<file path="src/rtl/self_attention_pkg.sv">
// Shared constants, types and helpers for the self-attention datapath blocks.
// The bridge write-back block and its address generator import this package.
package self_attention_pkg;

   localparam int LANE_WIDTH    = 64;
   localparam int TOTAL_INPUT_W = 8;

   typedef logic [LANE_WIDTH-1:0] lane_t;

   typedef enum logic {WB_IDLE, WB_DRAIN} wb_state_t;

   // Two lanes leave per cycle (one per BRAM port), so an odd lane count needs one extra beat.
   function automatic int nbeat(input int lanes);
      return (lanes + 1) / 2;
   endfunction

endpackage

</file>
<file path="src/rtl/bridge_bram_writeback_if.sv">
// Vector-in / dual-port-BRAM-out bundle for bridge_bram_writeback.
// Optional BRIDGE_WB_OVERFLOW_EN adds overflow_err and drop_cnt.
interface bridge_bram_writeback_if #(
   parameter int LANE_WIDTH = 64,
   parameter int NUM_LANES  = 8,
   parameter int ADDR_WIDTH = 6
);

   logic                  in_valid;
   logic [LANE_WIDTH-1:0] in_data [NUM_LANES];
   logic                  in_ready;
   logic                  ena;
   logic                  wea;
   logic [ADDR_WIDTH-1:0] addra;
   logic [LANE_WIDTH-1:0] dina;
   logic                  enb;
   logic                  web;
   logic [ADDR_WIDTH-1:0] addrb;
   logic [LANE_WIDTH-1:0] dinb;
   logic                  frame_done;
`ifdef BRIDGE_WB_OVERFLOW_EN
   logic                  overflow_err;
   logic [15:0]           drop_cnt;

   modport master (
      output in_valid, in_data,
      input  in_ready, ena, wea, addra, dina, enb, web, addrb, dinb, frame_done,
      input  overflow_err, drop_cnt
   );

   modport slave (
      input  in_valid, in_data,
      output in_ready, ena, wea, addra, dina, enb, web, addrb, dinb, frame_done,
      output overflow_err, drop_cnt
   );
`else
   modport master (
      output in_valid, in_data,
      input  in_ready, ena, wea, addra, dina, enb, web, addrb, dinb, frame_done
   );

   modport slave (
      input  in_valid, in_data,
      output in_ready, ena, wea, addra, dina, enb, web, addrb, dinb, frame_done
   );
`endif

endinterface

</file>
<file path="src/rtl/bridge_wb_addr_gen.sv">
// Write pointer, beat counter and frame wrap tracking for bridge_bram_writeback.
// frame_done is registered so it pulses the cycle after the frame's last write.
module bridge_wb_addr_gen
   import self_attention_pkg::*;
#(
   parameter int NUM_LANES  = 8,
   parameter int DEPTH      = 64,
   parameter int ADDR_WIDTH = 6,
   parameter int BEAT_W     = 2
) (
   input  logic                  clk,
   input  logic                  rst_n,
   input  logic                  draining,
   output logic [ADDR_WIDTH-1:0] wr_ptr,
   output logic [BEAT_W-1:0]     beat,
   output logic                  last_beat,
   output logic                  frame_done
);

   localparam int                    NBEAT    = nbeat(NUM_LANES);
   localparam logic [BEAT_W-1:0]     LAST     = BEAT_W'(NBEAT - 1);
   localparam logic [ADDR_WIDTH-1:0] STEP     = ADDR_WIDTH'(NUM_LANES);
   // Pointers only ever hold multiples of NUM_LANES, so this equality is the frame-end test.
   localparam logic [ADDR_WIDTH-1:0] LAST_PTR = ADDR_WIDTH'(DEPTH - NUM_LANES);

   logic wrap;

   assign last_beat = draining && (beat == LAST);
   assign wrap      = (wr_ptr == LAST_PTR);

   always_ff @(posedge clk or negedge rst_n) begin
      if (!rst_n) begin
         wr_ptr     <= '0;
         beat       <= '0;
         frame_done <= 1'b0;
      end else begin
         frame_done <= last_beat && wrap;
         if (last_beat) begin
            beat   <= '0;
            wr_ptr <= wrap ? '0 : wr_ptr + STEP;
         end else if (draining) begin
            beat <= beat + BEAT_W'(1);
         end else begin
            beat <= '0;
         end
      end
   end

endmodule

</file>
<file path="src/rtl/bridge_bram_writeback.sv">
// Drains captured multi-lane vectors into a true-dual-port BRAM, two lanes per cycle.
// Define BRIDGE_WB_OVERFLOW_EN to add the sticky overflow_err flag and saturating drop_cnt.
module bridge_bram_writeback
   import self_attention_pkg::*;
#(
   parameter int LANE_WIDTH = self_attention_pkg::LANE_WIDTH,
   parameter int NUM_LANES  = self_attention_pkg::TOTAL_INPUT_W,
   parameter int DEPTH      = 64,
   parameter int ADDR_WIDTH = $clog2(DEPTH)
) (
   input  logic                    clk,
   input  logic                    rst_n,
   bridge_bram_writeback_if.slave  bus
);

   localparam int NBEAT  = nbeat(NUM_LANES);
   localparam int BEAT_W = (NBEAT > 1) ? $clog2(NBEAT) : 1;
   localparam int LIDX_W = $clog2(NUM_LANES);
   localparam bit ODD    = (NUM_LANES % 2) == 1;

   wb_state_t             state;
   wb_state_t             state_next;
   logic [LANE_WIDTH-1:0] hold_p0 [NUM_LANES];
   logic [ADDR_WIDTH-1:0] wr_ptr;
   logic [ADDR_WIDTH-1:0] base;
   logic [BEAT_W-1:0]     beat;
   logic [LIDX_W-1:0]     lane_a;
   logic [LIDX_W-1:0]     lane_b;
   logic                  last_beat;
   logic                  frame_done;
   logic                  ready;
   logic                  capture;

   // Gated by rst_n so every output reads 0 while reset is held.
   assign ready        = rst_n && ((state == WB_IDLE) || last_beat);
   assign capture      = bus.in_valid && ready;
   assign bus.in_ready = ready;
   assign bus.frame_done = frame_done;

   bridge_wb_addr_gen #(
      .NUM_LANES  (NUM_LANES),
      .DEPTH      (DEPTH),
      .ADDR_WIDTH (ADDR_WIDTH),
      .BEAT_W     (BEAT_W)
   ) u_addr_gen (
      .clk        (clk),
      .rst_n      (rst_n),
      .draining   (state == WB_DRAIN),
      .wr_ptr     (wr_ptr),
      .beat       (beat),
      .last_beat  (last_beat),
      .frame_done (frame_done)
   );

   always_ff @(posedge clk or negedge rst_n) begin
      if (!rst_n) state <= WB_IDLE;
      else        state <= state_next;
   end

   always_comb begin
      state_next = state;
      case (state)
         WB_IDLE:  if (capture) state_next = WB_DRAIN;
         WB_DRAIN: if (last_beat) state_next = capture ? WB_DRAIN : WB_IDLE;
         default:  state_next = WB_IDLE;
      endcase
   end

   // Stage p0: holding register, written only when a vector is accepted
   always_ff @(posedge clk or negedge rst_n) begin
      if (!rst_n) begin
         for (int i = 0; i < NUM_LANES; i++) hold_p0[i] <= '0;
      end else if (capture) begin
         for (int i = 0; i < NUM_LANES; i++) hold_p0[i] <= bus.in_data[i];
      end
   end

   assign lane_a = LIDX_W'({beat, 1'b0});
   assign lane_b = LIDX_W'({beat, 1'b1});
   assign base   = wr_ptr + ADDR_WIDTH'({beat, 1'b0});

   // Stage p1: port muxing, driven purely from registered state
   always_comb begin
      bus.ena   = 1'b0;
      bus.wea   = 1'b0;
      bus.addra = '0;
      bus.dina  = '0;
      bus.enb   = 1'b0;
      bus.web   = 1'b0;
      bus.addrb = '0;
      bus.dinb  = '0;
      if (state == WB_DRAIN) begin
         bus.ena   = 1'b1;
         bus.wea   = 1'b1;
         bus.addra = base;
         bus.dina  = hold_p0[lane_a];
         if (!(ODD && last_beat)) begin
            bus.enb   = 1'b1;
            bus.web   = 1'b1;
            bus.addrb = base + ADDR_WIDTH'(1);
            bus.dinb  = hold_p0[lane_b];
         end
      end
   end

`ifdef BRIDGE_WB_OVERFLOW_EN
   logic        drop;
   logic        overflow_err_q;
   logic [15:0] drop_cnt_q;

   function automatic logic [15:0] sat_inc(input logic [15:0] v);
      return (v == 16'hFFFF) ? v : v + 16'd1;
   endfunction

   assign drop = bus.in_valid && !ready;

   always_ff @(posedge clk or negedge rst_n) begin
      if (!rst_n) begin
         overflow_err_q <= 1'b0;
         drop_cnt_q     <= '0;
      end else if (drop) begin
         overflow_err_q <= 1'b1;
         drop_cnt_q     <= sat_inc(drop_cnt_q);
      end
   end

   assign bus.overflow_err = overflow_err_q;
   assign bus.drop_cnt     = drop_cnt_q;
`endif

endmodule

</file>
<file path="src/flat_wrapper.sv">
// flat-port wrapper written by rule: the top's interface ports become plain ports
module bridge_bram_writeback_flat import self_attention_pkg::*;
#(
   parameter int LANE_WIDTH = self_attention_pkg::LANE_WIDTH,
   parameter int NUM_LANES  = self_attention_pkg::TOTAL_INPUT_W,
   parameter int DEPTH      = 64,
   parameter int ADDR_WIDTH = $clog2(DEPTH)
)
  (clk, rst_n, bus_in_valid, bus_in_data, bus_in_ready, bus_ena, bus_wea, bus_addra, bus_dina, bus_enb, bus_web, bus_addrb, bus_dinb, bus_frame_done);
  bridge_bram_writeback_if #(.LANE_WIDTH(LANE_WIDTH), .NUM_LANES(NUM_LANES), .ADDR_WIDTH(ADDR_WIDTH)) bus_i ();
  input  logic clk;
  input  logic rst_n;
  input wire logic [$bits(bus_i.in_valid)-1:0] bus_in_valid;
  input wire logic [$bits(bus_i.in_data)-1:0] bus_in_data;
  output wire logic [$bits(bus_i.in_ready)-1:0] bus_in_ready;
  output wire logic [$bits(bus_i.ena)-1:0] bus_ena;
  output wire logic [$bits(bus_i.wea)-1:0] bus_wea;
  output wire logic [$bits(bus_i.addra)-1:0] bus_addra;
  output wire logic [$bits(bus_i.dina)-1:0] bus_dina;
  output wire logic [$bits(bus_i.enb)-1:0] bus_enb;
  output wire logic [$bits(bus_i.web)-1:0] bus_web;
  output wire logic [$bits(bus_i.addrb)-1:0] bus_addrb;
  output wire logic [$bits(bus_i.dinb)-1:0] bus_dinb;
  output wire logic [$bits(bus_i.frame_done)-1:0] bus_frame_done;
  assign bus_i.in_valid = bus_in_valid;
  assign bus_i.in_data = {>>{bus_in_data}};
  assign bus_in_ready = bus_i.in_ready;
  assign bus_ena = bus_i.ena;
  assign bus_wea = bus_i.wea;
  assign bus_addra = bus_i.addra;
  assign bus_dina = bus_i.dina;
  assign bus_enb = bus_i.enb;
  assign bus_web = bus_i.web;
  assign bus_addrb = bus_i.addrb;
  assign bus_dinb = bus_i.dinb;
  assign bus_frame_done = bus_i.frame_done;
  bridge_bram_writeback #(.LANE_WIDTH(LANE_WIDTH), .NUM_LANES(NUM_LANES), .DEPTH(DEPTH), .ADDR_WIDTH(ADDR_WIDTH)) u_core (.clk(clk), .rst_n(rst_n), .bus(bus_i));
endmodule
</file>
<file path="config.mk">
export PLATFORM = sky130hd
export DESIGN_NAME = bridge_bram_writeback_flat
export DESIGN_NICKNAME = d
export VERILOG_FILES = /design/src/rtl/self_attention_pkg.sv /design/src/rtl/bridge_bram_writeback_if.sv /design/src/rtl/bridge_wb_addr_gen.sv /design/src/rtl/bridge_bram_writeback.sv /design/src/flat_wrapper.sv
export SDC_FILE = /design/constraint.sdc
export NUM_CORES = 1
export LEC_CHECK = 0
export ABC_AREA = 1
export CORE_AREA = 3 3 258 260
export CTS_CLUSTER_DIAMETER = 200
export DETAILED_ROUTE_END_ITERATION = 12
export DIE_AREA = 0 0 261 263
export HOLD_SLACK_MARGIN = 0.05
export PLACE_DENSITY = 0.71
export SYNTH_ARGS = -nofsm -noshare
export SYNTH_HDL_FRONTEND = slang
export SYNTH_HIERARCHICAL = 1
export SYNTH_SLANG_ARGS = --single-unit
</file>
<file path="constraint.sdc">
create_clock -name clk -period 2.5 [get_ports clk]
set_clock_uncertainty 0.15 [all_clocks]
set_input_delay 0.5 -clock clk [delete_from_list [all_inputs] [get_ports clk]]
set_output_delay 0.5 -clock clk [all_outputs]
set_load 0.01 [all_outputs]
</file>
## Word-level counts from Yosys, hierarchy flattened

Cells that the tools add are included.

- Bits in registers: 522
- Input bits: 515
- Output and inout port bits: 146
- Logic and storage cells: 45

- Add/sub/neg operators: 4
- $lt $le $gt $ge: 2
- Equal/unequal tests: 2
- Muxes and demuxes: 17
- Bitwise logic cells: 3
- Reductions and logical operators: 5

Operator list:

| kind | count |
|---|---|
| binary-select mux 64 bit (select 3 bit) | 2 |
| two-way mux 64 bit | 6 |
| two-way mux 6 bit | 3 |
| greater-or-equal comparator 4 bit (second input constant) | 2 |
| inverter 3 -> 4 bit | 2 |
| adder 6 x 1 -> 6 bit (second input constant) | 1 |
| adder 6 x 3 -> 6 bit | 1 |
| adder 6 x 4 -> 6 bit (second input constant) | 1 |
| == test 6 bit (second input constant) | 1 |
| logical AND 1 bit | 4 |
| two-way mux 2 bit | 2 |
| two-way mux 1 bit | 3 |
| adder 2 x 1 -> 2 bit (second input constant) | 1 |
| == test 2 bit (second input constant) | 1 |
| case mux 1 bit (2 select lines) | 1 |
| logical OR 1 bit | 1 |
| inverter 1 bit | 1 |

## Depth between registers and ports, before layout

Gate-level depths: netlist of run 1.

- Word-level depth: 8
- Mapped depth: 11
- Depth with buffers taken out: 10

## Cells and area by module

Netlist of run 1, hierarchy kept.

By module, submodules not included:

| module | instances | cells an instance | area an instance (µm²) | sequential area each (µm²) |
|---|---|---|---|---|
| bridge_bram_writeback | 1 | 3279 | 24663.7 | 12837.3 |
| bridge_wb_addr_gen | 1 | 29 | 285.3 | 150.1 |

## Least setup slack after synthesis of run 1

Ideal clock, no wire load.

- Path type: reg2out
- Start: register u_core.u_addr_gen.beat[0]
- End: output port bus_dinb[53]
- Data arrival time: 1428 ps
- Data required time: 1850 ps
- Path slack: 422 ps
- Cell stages (with the launch flop): 7
- Path buffers: 3
- Cell sequence: dfrtp_1 -> clkbuf_1 -> inv_2 -> clkbuf_1 -> clkbuf_1 -> o21ai_0 -> a21oi_1

- Word-level cells in the longest chain between the ends: 5

RTL lines:

| what | RTL line | source |
|---|---|---|
| start: declaration | bridge_wb_addr_gen.sv:15 | `output logic [BEAT_W-1:0] beat,` |
| start signal: assignment | bridge_wb_addr_gen.sv:42 | `beat <= beat + BEAT_W'(1);` |
| inverter 3 -> 4 bit (implied by the code) | bridge_bram_writeback.sv:101 | `bus.dinb = hold_p0[lane_b];` |
| binary-select mux 64 bit (select 3 bit) | bridge_bram_writeback.sv:101 |  |
| two-way mux 64 bit (implied by the code) (2 in series) | bridge_bram_writeback.sv:101 |  |
| two-way mux 64 bit | bridge_bram_writeback.sv:92 | `if (state == WB_DRAIN) begin` |
| end: declaration | flat_wrapper.sv:23 | `output wire logic [$bits(bus_i.dinb)-1:0] bus_dinb;` |

No other way between the ends. The select of a mux whose other input is x is not followed.

## Worst setup path in the final report of run 1

- Start: register u_core.u_addr_gen.beat[0]
- End: output port bus_dina[10]

- Word-level cells in the longest chain between the ends: 5

RTL lines:

| what | RTL line | source |
|---|---|---|
| inverter 3 -> 4 bit (implied by the code) | bridge_bram_writeback.sv:96 | `bus.dina = hold_p0[lane_a];` |
| binary-select mux 64 bit (select 3 bit) | bridge_bram_writeback.sv:96 |  |
| two-way mux 64 bit (implied by the code) (2 in series) | bridge_bram_writeback.sv:96 |  |
| two-way mux 64 bit | bridge_bram_writeback.sv:92 |  |
| end: declaration | flat_wrapper.sv:19 | `output wire logic [$bits(bus_i.dina)-1:0] bus_dina;` |

No other way between the ends. The select of a mux whose other input is x is not followed.

==> results of run 1 <==
[logic make-up (layout without fill, tap and decap cells)]
family,count (synthesis),in the layout
other,1,20
adders and majority gates,6,6
DFF,519,519
buffers and inverters,293,1042
xor gates and xnor gates,1,1
AOI/OAI and AO/OA,389,389
and+or+nand+nor,2099,2100
[cell type report]
class | count | area (um^2) | share of cell area [%]
sequential | 519 | 13000 | 34.3
multi-input combinational | 2499 | 11500 | 30.3
timing repair buffer | 922 | 10400 | 27.3
clock buffer | 87 | 1750 | 4.63
tap | 855 | 1070 | 2.82
inverter | 17 | 103 | 0.271
clock inverter | 15 | 83.8 | 0.221
antenna | 17 | 42.5 | 0.112
timing repair inverter | 1 | 11.3 | 0.0297
[layout by cell type, fill, tap and decap left out, types with 3 or more instances in the layout]
cell type        count
nand2_1           1048
clkdlybuf4s50_1    518
dfrtp_1            517
nand3_1            513
nor2_1             402
o21ai_1            140
buf_2              107
clkbuf_16          100
buf_4               97
a21oi_1             97
o21ai_0             90
nor2_2              79
buf_12              61
nor2_4              42
a21oi_2             33
buf_6               32
buf_16              31
o21ai_2             24
diode_2             17
buf_8               17
clkbuf_1            13
clkbuf_8            13
clkinv_2            12
inv_1               11
clkbuf_2             8
nand3_2              8
dlymetal6s2s_1       6
o21ai_4              4
bufbuf_16            3
ha_4                 3
conb_1               3
[worst max-delay path: cells and delay by family, from the launching register on]
kind                   cells  cell delay [ns]
AO/OA/AOI/OAI              2             0.20
buffers and inverters      4             0.80
flip-flops                 1             0.51
AND/OR/NAND/NOR            2             0.14
[metrics by stage]
stage | instance area, um^2 | power (mW) | worst slack (ns) | cells
after CTS | 35700 | 44.2 | -0.494 | 4827
after global placement | 33300 | 34.6 | -0.303 | 4691
after global routing | 37900 | 50.8 | -0.536 | 4921
after floorplan | 25000 | 24.9 | 0.422 | 3310
final | 37900 | 47.9 | -0.423 | 4932
after detailed placement | 33300 | 34.9 | -0.271 | 4691
[registers in the layout (all words and copies together) (netlist names)]
signal and flops:
u_core/u_addr_gen/frame_done 1, u_core/u_addr_gen/beat 2, u_core/u_addr_gen/wr_ptr 3, u_core/state 1, u_core/hold_p0 512
[where the power goes]
group,switching (mW),internal (mW),total [mW]
Clock,3.59,4.80,8.39
Sequential,2.65,12.3,15.0
Combinational,13.6,10.9,24.5
Total,19.9,28.0,47.9
[layer usage]
layer / global-route usage (%) / wire length (um)
met5: 0 / 69
met1: 35.0 / 41000
met2: 43.7 / 49700
met4: 9.20 / 3790
met3: 5.63 / 10100
[final timing paths]
check / depth (start not counted) / endpoint / startpoint / slack [ns]
max in group asynchronous: 3 / u_core/hold_p0[257] / rst_n / 0.80
min in group asynchronous: 3 / u_core/hold_p0[348] / rst_n / 0.51
max: 8 / bus_dina[10] / u_core/u_addr_gen/beat[0] / -0.42
min: 3 / u_core/hold_p0[454] / bus_in_valid / 0.17
max reg2reg: 12 / u_core/hold_p0[206] / u_core/u_addr_gen/beat[0] / -0.12
min reg2reg: 2 / u_core/hold_p0[88] / u_core/hold_p0[88] / 0.32
[timing repair]
| action | in CTS | in global routing |
|---|---|---|
| setup endpoints to repair | 574 | 648 |
| gates cloned | 16 | 47 |
| buffers inserted | 17 | 42 |
| hold buffers | 1 | 0 |
| pin swaps | 54 | 123 |
| hold endpoints to repair | 175 | 0 |
| resized for setup | 557 | 497 |
==> out/results.ini, run 1 <==
[routing]
via_count = 26500
drt-pass1-iter-count = 8
drc = 0
final_antenna_net_count = 0
viasPerCell = 5.38
wl_mm = 105
wl_per_cell_um = 21.2
detail_route.iter0.violations = 2940

[finish]
fin_nets = 4539
area_growth_pct = 52.0
fill_cells = 5618
final_util_pct = 58.9
drive_gt1_share_pct = 17.1

[worst_setup_path]
cpMostUsedCell = buf_4
crit_chain = buf_4, bufbuf_16, nor2_2, nor2_1, o21ai_1, a21oi_1, buf_4, clkdlybuf4s15_2
critPathMaxStageDelay_ns = 0.51
critPathCaptureType = output port
worst_setup_path_start_kind = flip-flop
cp_slowest_cell = dfrtp_4
worstPathArrival_ns = 2.27
crit_type = reg2out
crit_required_ns = 1.85
crit_path_max_fanout = 6

[clock_network]
htree_levels = 2
clkSlewWorstSetupHoldPaths_ns = 0.06
cts_root_buf = clkbuf_16
cts.sinks = 519
clockBufferDepth = 3
cts_tree = built
numCtsBuffers = 58
clkLatencyLatePin_ns = 0.60

[yosys]
netlist_area_um2 = 24900
synthTopCellsByCount = nand2_1 (1050), nor2_1 (522), nand3_1 (521)
ys_seq_area_share_pct = 52.1
ys_dominant_reg_cell = dfrtp_1
synth_top_area_share_pct = 52.1
synth_area_leaders = dfrtp_1 (52%), nand2_1 (16%), nand3_1 (10%)
synth.distinct_cells = 24
synth_mux_area_share_pct = 0
async_flop_share_pct = 100
synth_seq_cells = 519
yosysMostFrequentCell = nand2_1
synth_top_area_cell = dfrtp_1
synth-edff-count = 0
synthAdderAreaFrac_pct = 0.331
synthSimpleGateAreaFrac_pct = 34.3
yosys_warnings = 6
syn_avg_cell_area_um2 = 7.54
synth_top_family_by_area = simple AND/OR/NAND/NOR gates
synthXorXnorAreaFrac_pct = 0.0351
netlist_instances = 3308
synth_compound_area_share_pct = 7.81

[global_route]
grt_overflow = 0
grt_pass1_vias = 24500
grt_antenna_before_repair = 20
grt_pass1_wl_mm = 143
grt_max_degree = 167
track_usage_pct = 26.7

[sta]
tightestPinTransition_ns = 1.03
hold_viol = 0
final-max-slew-violation-count = 0
fin_hold_ws_ns = 0.172
rsz0062_at_grt = true
setup_ws_ns = -0.423
setup_viol = 441
min_period_ns = 2.92
fin_crit_sh_pct = 117
tns_ns = -48.39
slew_headroom_pct = 31.0
max_freq_mhz = 342

[run_status]
outcome = finished with violations
violations = negative setup slack

[run]
drv_cap = 0

[die]
core_um2 = 64300
die_x_um = 261
die_area_um2 = 68600
io_pins = 661
start_util_pct = 38.8
rows = 93
die_h_um = 263

[power_and_ir_drop]
vdd_drop_max_mv = 0.648
power.leakage_nw = 18.4
power_density_nw_per_um2 = 1260

[placement]
port_buffers = 659
routabilityCongestion = 0.922
hpwl_mm = 62.9

[hold_path]
hp-class = in2reg

Note: power is estimated with default switching activity, not from simulation.
==> run 2: changes to the inputs <==
ABC_CLOCK_PERIOD_IN_PS = 2500   (was unset)
==> results of run 2 <==
The final DEF is identical to that of run 1; final timing and power are the same.
==> patch: new RTL, flow settings as in run 2 <==
`DEPTH` is set to 64 in 3 places; all go to 128.
--- a/src/rtl/bridge_wb_addr_gen.sv
+++ b/src/rtl/bridge_wb_addr_gen.sv
@@ -4,7 +4,7 @@
    import self_attention_pkg::*;
 #(
    parameter int NUM_LANES  = 8,
-   parameter int DEPTH      = 64,
+   parameter int DEPTH      = 128,
    parameter int ADDR_WIDTH = 6,
    parameter int BEAT_W     = 2
 ) (
--- a/src/rtl/bridge_bram_writeback.sv
+++ b/src/rtl/bridge_bram_writeback.sv
@@ -5,7 +5,7 @@
 #(
    parameter int LANE_WIDTH = self_attention_pkg::LANE_WIDTH,
    parameter int NUM_LANES  = self_attention_pkg::TOTAL_INPUT_W,
-   parameter int DEPTH      = 64,
+   parameter int DEPTH      = 128,
    parameter int ADDR_WIDTH = $clog2(DEPTH)
 ) (
    input  logic                    clk,
--- a/src/flat_wrapper.sv
+++ b/src/flat_wrapper.sv
@@ -3,7 +3,7 @@
 #(
    parameter int LANE_WIDTH = self_attention_pkg::LANE_WIDTH,
    parameter int NUM_LANES  = self_attention_pkg::TOTAL_INPUT_W,
-   parameter int DEPTH      = 64,
+   parameter int DEPTH      = 128,
    parameter int ADDR_WIDTH = $clog2(DEPTH)
 )
   (clk, rst_n, bus_in_valid, bus_in_data, bus_in_ready, bus_ena, bus_wea, bus_addra, bus_dina, bus_enb, bus_web, bus_addrb, bus_dinb, bus_frame_done);
Ports: changed (resized bus_addra and bus_addrb); port bits go from 661 to 663. The function was not compared with the original's and may differ.
==> patch against run 2 <==
- the flow still finishes with violations (setup timing)
- die area unchanged
- sequential share of layout area is essentially flat
- via count is 23% lower
- fmax is 1.3% lower
- count of clock-buffer cells in the layout is 9 lower
- power is 5.7% higher
- setup slack lost 0.040 ns
- global-route usage down 2.9 points
- wire length shrank 13%
- final area rose by 0.17%
- sequential cell count is 1 higher
- utilization grew 0.10 points
- critical endpoint is now bus_dinb[10]
- synthesized area up 5.7%
==> patch: results (changes against run 2) <==
Placed design
  • PortBufs: 661 (was 659)
  • Placement-stage cell area: 0.0342 mm^2 (was 0.0333 mm^2)
  • Worst setup slack before clock tree synthesis: -0.170 ns (was -0.271 ns)
  • Sum of net half-perimeters after detailed placement: 58800 um (was 62900 um)
  • GPL Wtd Cong: 0.945 (was 0.922)

Yosys
  • Sequential area share after synthesis: 49.4% (was 52.1%)
  • Synth cell types: 30 (was 24)
  • Synth cell count leaders: 525 x nor2_1, 520 x dfrtp_1, 469 x mux2_4 (was 1050 x nand2_1, 522 x nor2_1, 521 x nand3_1)
  • Average footprint of a synthesized cell: 12.1 um^2 (was 7.54 um^2)

Min path
  • Worst min path class: reg -> reg (was in -> reg)

Pwr
  • Net switching component of the power: 0.0184 W (was 0.0199 W)
  • Clock network power consumption: 0.00909 W (was 0.00839 W)
  • Flop+latch power: 0.0159 W (was 0.0150 W)
  • Highest ir drop seen on vdd: 757 uV (was 648 uV)
  • Leakage power summed over all cells: 18.0 nW (was 18.4 nW)

Global route
  • Overall fraction of global-route tracks in use: 23.7% (was 26.7%)
  • Pin count of the biggest net entering global routing: 164 (was 167)
  • Antenna violations before repair: 24 (was 20)
  • First-pass GRT wire length: 128000 um (was 143000 um)

Final layout
  • Count of fill cells added during filler insertion: 4983 (was 5618)
  • Biggest regs: u_core/hold_p0 x512, u_core/u_addr_gen/wr_ptr x4, u_core/u_addr_gen/beat x2 (was u_core/hold_p0 x512, u_core/u_addr_gen/wr_ptr x3, u_core/u_addr_gen/beat x2)
  • Nets@finish: 3476 (was 4539)
  • Non-Clock Inverter Count: 19 (was 18)
  • Clock network contribution to total cell area: 5.31% (was 4.85%)
  • Area occupied by registers: 0.0130 mm^2 (about the same)
  • Number of combinational gates with multiple inputs: 1490 (was 2499)
  • Non-Clock Buffer Area Fraction: 23.9% (was 27.3%)
  • Layout cells sized above 1: 38.4% (was 17.1%)
  • Multi-input combinational cell area: 0.0126 mm^2 (was 0.0115 mm^2)
  • Number of clock buffer instances in the layout: 78 (was 87)

Route
  • Number of detailed-route iterations in the first pass: 5 (was 8)
  • Routed wire length per instance: 23.5 um (was 21.2 um)
  • Total number of vias: 20400 (was 26500)

Worst setup path
  • Top fanout value on the critical path: 7 (was 6)
  • Register-to-Register Path Depth: 11 (was 12)
  • Worst-case register-to-register setup slack: -0.25 ns (was -0.12 ns)

Timing
  • Setup ws final: -0.463 ns (was -0.423 ns)
  • Hold WS: 0.355 ns (was 0.172 ns)
  • Final setup vio count: 643 (was 441)

Status
  • Outcome: finished with violations (unchanged)
  • Violations in the final reports: setup timing (unchanged)

Clocking
  • CTS sink cnt: 520 (was 519)
patch: worst paths after layout:
path | from | to
worst max-delay path | u_core/u_addr_gen/beat[0] | bus_dinb[10]
worst min-delay path | u_core/hold_p0[490] | u_core/hold_p0[490]
worst max register to register | u_core/u_addr_gen/beat[0] | u_core/hold_p0[5]
worst min register to register | u_core/hold_p0[490] | u_core/hold_p0[490]
max in group asynchronous | rst_n | u_core/hold_p0[231]
min in group asynchronous | rst_n | u_core/hold_p0[419]
patch: critical path, stage by stage (launching register included):
cell,delay (ns)
dfrtp_4,0.49
buf_6,0.15
buf_12,0.15
buf_12,0.14
buf_16,0.14
nor2_2,0.05
nor2_2,0.15
o21ai_2,0.09
a21oi_2,0.17
buf_2,0.16
patch: per-layer routing:
| metal | vias to the layer above | GRT usage (%) | share of wire, % |
|---|---|---|---|
| met5 | - | 0 | 0.11 |
| li1 | 9016 | - | - |
| met4 | 14 | 9.50 | 3.5 |
| met2 | 860 | 39.3 | 49 |
| met1 | 10300 | 30.1 | 41 |
| met3 | 209 | 5.32 | 6.9 |
patch: logic make-up after synthesis:
family | Yosys count | share of synthesized area, %
and+or+nand+nor | 572 | 8.30
DFF | 520 | 49.4
muxes | 512 | 28.5
AOI/OAI and AO/OA | 394 | 7.52
buffers and inverters | 180 | 5.88
adders and majority gates | 6 | 0.313
xor gates and xnor gates | 2 | 0.0665
other | 1 | 0.0142
patch: what timing repair did:
item / in CTS / in global routing
setup endpoints to repair: 395 / 644
gates cloned: 3 / 36
hold buffers: 1 / 0
buffers inserted: 4 / 30
pin swaps: 20 / 150
hold endpoints to repair: 55 / 0
resized for setup: 270 / 753
